==> src/rtl/dff_debounce_edge.sv <==
// Glitch filter for a raw or asynchronous level: 2-flop synchronizer, saturating stability counter,
// registered filtered level with complement, and one-cycle rise/fall pulses.
module dff_debounce_edge #(
  parameter int unsigned STABLE_CYC = 4,
  parameter int unsigned CNT_W      = 3
) (
  input  logic clk,
  input  logic Reset,
  input  logic Set,
  input  logic d,
  output logic q,
  output logic n_q,
  output logic rise,
  output logic fall,
  output logic busy
);

  localparam logic [CNT_W-1:0] CntMax = CNT_W'(STABLE_CYC - 1);

  logic             s1_q, s1_d;
  logic             s2_q, s2_d;
  logic [CNT_W-1:0] cnt_q, cnt_d;
  logic             q_q, q_d;
  logic             nq_q, nq_d;
  logic             rise_q, rise_d;
  logic             fall_q, fall_d;

  always_ff @(posedge clk) begin
    if (!Reset) begin
      s1_q   <= 1'b0;
      s2_q   <= 1'b0;
      cnt_q  <= '0;
      q_q    <= 1'b0;
      nq_q   <= 1'b1;
      rise_q <= 1'b0;
      fall_q <= 1'b0;
    end else begin
      s1_q   <= s1_d;
      s2_q   <= s2_d;
      cnt_q  <= cnt_d;
      q_q    <= q_d;
      nq_q   <= nq_d;
      rise_q <= rise_d;
      fall_q <= fall_d;
    end
  end

  always_comb begin
    s1_d   = d;
    s2_d   = s1_q;
    cnt_d  = cnt_q;
    q_d    = q_q;
    nq_d   = nq_q;
    rise_d = 1'b0;
    fall_d = 1'b0;
    if (Set) begin
      // Preset the synchronizer too so releasing Set with d high causes no spurious count.
      s1_d  = 1'b1;
      s2_d  = 1'b1;
      cnt_d = '0;
      q_d   = 1'b1;
      nq_d  = 1'b0;
    end else if (s2_q == q_q) begin
      cnt_d = '0;
    end else if (cnt_q == CntMax) begin
      q_d    = s2_q;
      nq_d   = ~s2_q;
      rise_d = s2_q;
      fall_d = ~s2_q;
      cnt_d  = '0;
    end else begin
      cnt_d = cnt_q + CNT_W'(1);
    end
  end

  assign q    = q_q;
  assign n_q  = nq_q;
  assign rise = rise_q;
  assign fall = fall_q;
  assign busy = (cnt_q != '0);

endmodule

==> config.mk <==
export PLATFORM = sky130hd
export DESIGN_NAME = dff_debounce_edge
export DESIGN_NICKNAME = d
export VERILOG_FILES = /design/src/rtl/dff_debounce_edge.sv
export SDC_FILE = /design/constraint.sdc
export NUM_CORES = 1
export LEC_CHECK = 0
export ABC_AREA = 0
export CAP_MARGIN = 20
export CELL_PAD_IN_SITES_DETAIL_PLACEMENT = 2
export CELL_PAD_IN_SITES_GLOBAL_PLACEMENT = 2
export CORE_MARGIN = 2
export CORE_UTILIZATION = 26
export DETAILED_ROUTE_END_ITERATION = 6
export GPL_ROUTABILITY_DRIVEN = 0
export MAX_ROUTING_LAYER = met4
export PLACE_DENSITY_LB_ADDON = 0.2
export SLEW_MARGIN = 20
export SYNTH_ARGS = -nofsm -noshare
export SYNTH_HDL_FRONTEND = slang
export SYNTH_SLANG_ARGS = --single-unit
==> constraint.sdc <==
create_clock -name clk -period 1.65 [get_ports clk]
set_input_delay 0.33 -clock clk [delete_from_list [all_inputs] [get_ports clk]]
set_output_delay 0.33 -clock clk [all_outputs]
set_load 0.005 [all_outputs]
==> flow_metrics.env, run 1 <==
export IMPL_timing_critical_path_to_type="output pin"
export IMPL_yosys_warnings=0
export IMPL_fillers=153
export IMPL_grt_pass1_vias=345
export IMPL_route_detailed_wl_per_inst_um=13.33
export IMPL_critical_path_required_ns=1.32
export IMPL_mappedNetlistNets=43
export IMPL_tightest_slew_ns=0.3045
export IMPL_ys_ff_latch=9
export IMPL_maxClockFrequency_mhz=643.1
export IMPL_detail_route_vias_per_cell=4.636
export IMPL_chipWidth_um=41.42
export IMPL_worst_path_max_delay_cell="clkdlybuf4s50_1"
export IMPL_standby_leakage_power_nw=0.2123
export IMPL_number_of_distinct_library_cells_after_synthesis=15
export IMPL_grt_antenna_before_repair=0
export IMPL_detailed_place_hpwl_um=674.3
export IMPL_insertion_delay_ns=0.27
export IMPL_floorplan_core_area_um2=1301
export IMPL_h_tree_depth=1
export IMPL_chipHeight_um=41.42
export IMPL_finalSetupTns_ns=0
export IMPL_crit_fanout=5
export IMPL_crit_reg2reg_launch="cnt_q[0]"
export IMPL_finish_cell_count_without_fillers=66
export IMPL_routed_wl_um=880
export IMPL_path_depth=1
export IMPL_endpoint="q"
export IMPL_critical_path_startpoint_type="flop"
export IMPL_pwr_density_cell_nw_per_um2=903.2
export IMPL_cts_tree="built"
export IMPL_grt_remaining_overflow=0
export IMPL_final_antenna_net_count=0
export IMPL_place_area_um2=478.0
export IMPL_worst_path_largest_cell_delay_ns=0.54
export IMPL_dieArea_um2=1716
export IMPL_report_final_setup_viol=0
export IMPL_ctsLongestPathBuffers=2
export IMPL_crit_path_cell_trace="clkdlybuf4s50_1"
export IMPL_route_detailed_drc=0
export IMPL_cp_startpoint="q"
export IMPL_instance_count_after_placement_with_tap_cells_included=61
export IMPL_share_clk_of_total_power=0.378
export IMPL_status="finished clean"
export IMPL_rsz0062_at_grt="no"
export IMPL_ff2ff_setup_slack_ns=0.19
export IMPL_bufs_and_invs_on_worst_path=1
export IMPL_antenna_cells_inserted=0
export IMPL_internal_power_mw=0.3528
export IMPL_worst_setup_slack_after_placement_ns=0.1311
export IMPL_rr_endpoint="cnt_q[0]"
export IMPL_period_needed_ns=1.555
export IMPL_worst_hold_path_type="flop to flop"
export IMPL_first_pass_grt_wire_length_mm=1.531
export IMPL_initial_core_util=0.2798
export IMPL_iteration_0_drc_markers=0
export IMPL_layout_area_overhead_vs_synth_pct=40.89
export IMPL_layout_utilization=0.3942
export IMPL_floorplan_rows=13
export IMPL_cts_hold_buffers=0
export IMPL_mappedNetlistArea_um2=364.1
export IMPL_fraction_of_the_yosys_area_taken_by_sequential_cells=0.4948
export IMPL_cts_num_sinks=9
export IMPL_critical_path_arrival_ns=1.23
export IMPL_power_switching_mw=0.1106
export IMPL_switching_fraction=0.2387
export IMPL_fin_worst_skew_ns=0.004092
export IMPL_worst_slack_ns=0.09492
export IMPL_io_pin_count=9
export IMPL_drv_slew=0
export IMPL_timing_setup_critical_path_class="flop to output pin"
export IMPL_mostFrequentLayoutCells="inv_1 (7), dfxtp_1 (7), clkdlybuf4s50_1 (7)"
export IMPL_final_cell_area_um2=513.0
export IMPL_cts_root_buffer="clkbuf_4"
export IMPL_grt_usage=0.1307
export IMPL_vias=306
export IMPL_place_port_buffers=8
export IMPL_cap_viol_max_count=0
export IMPL_reg2regPathDepth=5
export IMPL_p_comb_frac=0.116
export IMPL_layout_worst_path_cycle_share=0.9425
export IMPL_largest_net_degree_at_the_start_of_global_routing=6
export IMPL_drt_pass1_iterations=1
export IMPL_synthesis_instances=36
export IMPL_seq_power_share=0.506
export IMPL_crit_family="buffers and inverters"
export IMPL_cts_buffers=3
export IMPL_finish_net_count=59
export IMPL_power_ir_vdd_worst_v=0.0004380
export IMPL_post_synth_cell_area_avg_um2=10.11
export IMPL_drive_gt1_frac=0.2549
export IMPL_report_final_hold_viol_count=0
export IMPL_clk_pin_slew_worst_setup_hold_paths_ns=0.06
export IMPL_slew_headroom=0.7944
[routing by layer]
metal | track usage | vias up | part of all wire
met5 | - | - | 0
met1 | 0.1016 | 147 | 0.35
met4 | 0.1548 | 0 | 0.053
met3 | 0.03913 | 4 | 0.038
li1 | - | 147 | -
met2 | 0.2188 | 8 | 0.55
[stage by stage]
stage,power (mW),hold slack (ns)
floorplan,0.2604,0.4052
global placement,0.2879,0.4142
detailed placement,0.2928,0.4290
CTS,0.4763,0.4605
global route,0.4936,0.4809
finish,0.4633,0.4455
[synth_stat cells]
| master | n | share of area |
|---|---|---|
| o21a_1 | 2 | 0.041 |
| a21oi_1 | 2 | 0.027 |
| inv_1 | 7 | 0.072 |
| or3_4 | 1 | 0.031 |
| nor2_2 | 3 | 0.052 |
| dfxtp_1 | 9 | 0.49 |
| nor4_1 | 1 | 0.017 |
| nand2b_4 | 1 | 0.038 |
| o311ai_0 | 1 | 0.024 |
| ha_1 | 3 | 0.10 |
| nor3_1 | 1 | 0.014 |
| xnor2_1 | 1 | 0.024 |
| a21boi_0 | 1 | 0.021 |
| nand2_1 | 2 | 0.021 |
| nand3b_1 | 1 | 0.021 |
[worst min path at each step]
stage          cells after the start  slack, ns  startpoint   end
2_1_floorplan                      1       0.41        s1_q  s2_q
3_3_place_gp                       1       0.41        s1_q  s2_q
3_5_place_dp                       1       0.43        s1_q  s2_q
4_1_cts                            1       0.46        s1_q  s2_q
5_1_grt                            1       0.48        s1_q  s2_q
6_report                           1       0.45        s1_q  s2_q
[power groups by stage]
stage	logic, mW	clock network (mW)	registers, mW
finish	0.0537	0.175	0.235
global route	0.0595	0.198	0.236
CTS	0.0546	0.187	0.235
detailed placement	0.0529	0	0.240
global placement	0.0493	0	0.239
floorplan	0.0223	0	0.238
[layout make-up]
class | instances | area [µm²] | area share
Sequential cell | 9 | 182.7 | 0.3561
Multi-Input combinational cell | 20 | 157.7 | 0.3073
Timing Repair Buffer | 11 | 101.3 | 0.1976
Clock buffer | 4 | 26.28 | 0.05122
Inverter | 7 | 26.28 | 0.05122
Tap cell | 15 | 18.77 | 0.03659
[cell families (layout without fill, tap and decap cells)]
group           after synthesis  count (layout)  synth area share
simple gates                 10              10            0.1924
flops                         9               9            0.4948
buf+inv                       7              22           0.07218
compound gates                6               6            0.1134
fa+ha+maj                     3               3            0.1031
xor+xnor                      1               1           0.02406
[sequential cells by signal, summed over array words and instances, names as in the netlist]
| name | cells |
|---|---|
| cnt_q | 3 |
| rise | 1 |
| s1_q | 1 |
| fall | 1 |
| q | 1 |
| n_q | 1 |
| s2_q | 1 |
[timing repair]
item,4_1_cts,5_1_grt
setup buffers,1,0
endpoints found under the setup margin,1,0
resized for setup,3,0
Note: power is estimated with default switching activity, not from simulation.
==> run 2, diff against run 1 <==
- GPL_TIMING_DRIVEN: default -> 0
- PLACE_DENSITY_LB_ADDON: 0.2 -> 0.1
==> run 2 against run 1 <==
Net effect:
- cell count shrank 3.0%
- routed wire length shrank 13%
- non-clock buffer count shrank 2
- die area is the same
- largest cell class unchanged
==> flow_metrics.env, run 2 (same netlist as run 1, synthesis figures left out) <==
export IMPL_clk_pin_slew_worst_setup_hold_paths_ns=0.06
export IMPL_initial_core_util=0.2798
export IMPL_total_power_mw=0.4560
export IMPL_pwr_density_cell_nw_per_um2=918.1
export IMPL_crit_path_cell_trace="clkdlybuf4s50_1"
export IMPL_grt_remaining_overflow=0
export IMPL_route_detailed_drc=0
export IMPL_finalSetupTns_ns=0
export IMPL_floorplan_core_area_um2=1301
export IMPL_detail_route_vias_per_cell=4.594
export IMPL_ff2ff_setup_slack_ns=0.21
export IMPL_tightest_slew_ns=0.3131
export IMPL_final_antenna_net_count=0
export IMPL_hold_path_cell_count=1
export IMPL_ctsLongestPathBuffers=2
export IMPL_vias=294
export IMPL_worst_setup_slack_after_placement_ns=0.06837
export IMPL_route_detailed_wl_per_inst_um=11.95
export IMPL_hold_worst_slack_ns=0.4413
export IMPL_grt_pass1_vias=311
export IMPL_insertion_delay_ns=0.26
export IMPL_grt_usage=0.1212
export IMPL_antenna_cells_inserted=0
export IMPL_detailed_place_hpwl_um=611.9
export IMPL_first_pass_grt_wire_length_mm=1.414
export IMPL_layout_worst_path_cycle_share=0.9312
export IMPL_crit_fanout=5
export IMPL_grt_antenna_before_repair=0
export IMPL_report_final_setup_viol=0
export IMPL_worstHoldStart="s1_q"
export IMPL_mostFrequentLayoutCells="dfxtp_1 (8), inv_1 (7), clkdlybuf4s50_1 (7)"
export IMPL_worst_slack_ns=0.1135
export IMPL_drt_pass1_iterations=1
export IMPL_standby_leakage_power_nw=0.2022
export IMPL_io_pin_count=9
export IMPL_drive_gt1_frac=0.2041
export IMPL_worst_hold_path_endpoint="s2_q"
export IMPL_h_tree_depth=1
export IMPL_timing_setup_critical_path_class="flop to output pin"
export IMPL_critical_path_startpoint_type="flop"
export IMPL_crit_family="buffers and inverters"
export IMPL_drv_slew=0
export IMPL_most_common_cell_after_layout_fill_and_taps_aside="dfxtp_1"
export IMPL_crit_reg2reg_launch="cnt_q[0]"
export IMPL_cts_tree="built"
export IMPL_critical_path_required_ns=1.32
export IMPL_routed_wl_um=765
export IMPL_worst_path_max_delay_cell="clkdlybuf4s50_1"
export IMPL_chipWidth_um=41.42
export IMPL_chipHeight_um=41.42
export IMPL_cap_viol_max_count=0
export IMPL_cts_hold_buffers=0
export IMPL_place_port_buffers=8
export IMPL_report_final_hold_viol_count=0
export IMPL_floorplan_rows=13
export IMPL_rsz0062_at_grt="no"
export IMPL_cts_buffers=3
export IMPL_rr_endpoint="cnt_q[0]"
export IMPL_bufs_and_invs_on_worst_path=1
export IMPL_cts_num_sinks=9
export IMPL_dieArea_um2=1716
export IMPL_critical_path_arrival_ns=1.21
export IMPL_worst_path_largest_cell_delay_ns=0.53
export IMPL_slew_headroom=0.7886
export IMPL_reg2regPathDepth=5
export IMPL_timing_critical_path_to_type="output pin"
export IMPL_cts_root_buffer="clkbuf_4"
export IMPL_largest_register="cnt_q"
export IMPL_status="finished clean"
export IMPL_layout_area_overhead_vs_synth_pct=36.43
export IMPL_worst_hold_path_type="flop to flop"
export IMPL_largest_net_degree_at_the_start_of_global_routing=7
export IMPL_cp_startpoint="q"
export IMPL_finish_net_count=57
export IMPL_iteration_0_drc_markers=0
export IMPL_largest_reg_flops=3
export IMPL_period_needed_ns=1.536
export IMPL_fin_worst_skew_ns=0.007297
export IMPL_power_ir_vdd_worst_v=0.0005767
export IMPL_layout_utilization=0.3817
export IMPL_maxClockFrequency_mhz=650.8
## run 2: cell types whose count changed in the layout (fill, tap and decap cells not counted)
cell     previous run  this run
buf_4               3         1
dfxtp_1             7         8
dfxtp_2             2         1
## run 2: what timing repair did
| action | 4_1_cts | 5_1_grt |
|---|---|---|
| setup endpoints to repair | 1 | 0 |
| hold endpoints to repair | 0 | 0 |
| gates resized for setup | 2 | 0 |
| setup buffers | 1 | 0 |
## run 2: where the power goes
part,internal [mW],leakage (nW),total (mW),switching [mW]
combinational,0.0294,0.113,0.0492,0.0199
sequential,0.227,0.0744,0.234,0.00768
clock,0.0933,0.0150,0.172,0.0791
## run 2: routing by layer
layer / track usage / share of wire
met2: 0.1844 / 0.54
met1: 0.1117 / 0.37
met4: 0.07742 / 0.025
met5: - / 0
met3: 0.07826 / 0.064
## run 2: worst max-delay path by stage
stage | depth (start not counted) | endpoint
2_1_floorplan | 4 | cnt_q[0]
3_3_place_gp | 4 | cnt_q[0]
3_5_place_dp | 4 | cnt_q[1]
4_1_cts | 1 | q
5_1_grt | 1 | q
6_report | 1 | q
## run 2: stage by stage
stage / area [µm²] / instances
6_report: 496.7 / 64
5_1_grt: 496.7 / 64
4_1_cts: 496.7 / 64
3_5_place_dp: 462.9 / 59
3_3_place_gp: 462.9 / 59
2_1_floorplan: 364.1 / 36
## run 2: final cells by class
type / count / area, µm²
Tap cell: 15 / 18.77
Timing Repair Buffer: 9 / 86.33
Multi-Input combinational cell: 20 / 157.7
Sequential cell: 9 / 181.4
Fill cell: 154 / 804.5
Clock buffer: 4 / 26.28
Inverter: 7 / 26.28
==> run 3, diff against run 2 <==
- CTS_CLUSTER_SIZE: default -> 40
==> results of run 3 <==
No change in the layout: final DEF, timing and power equal those of run 2.
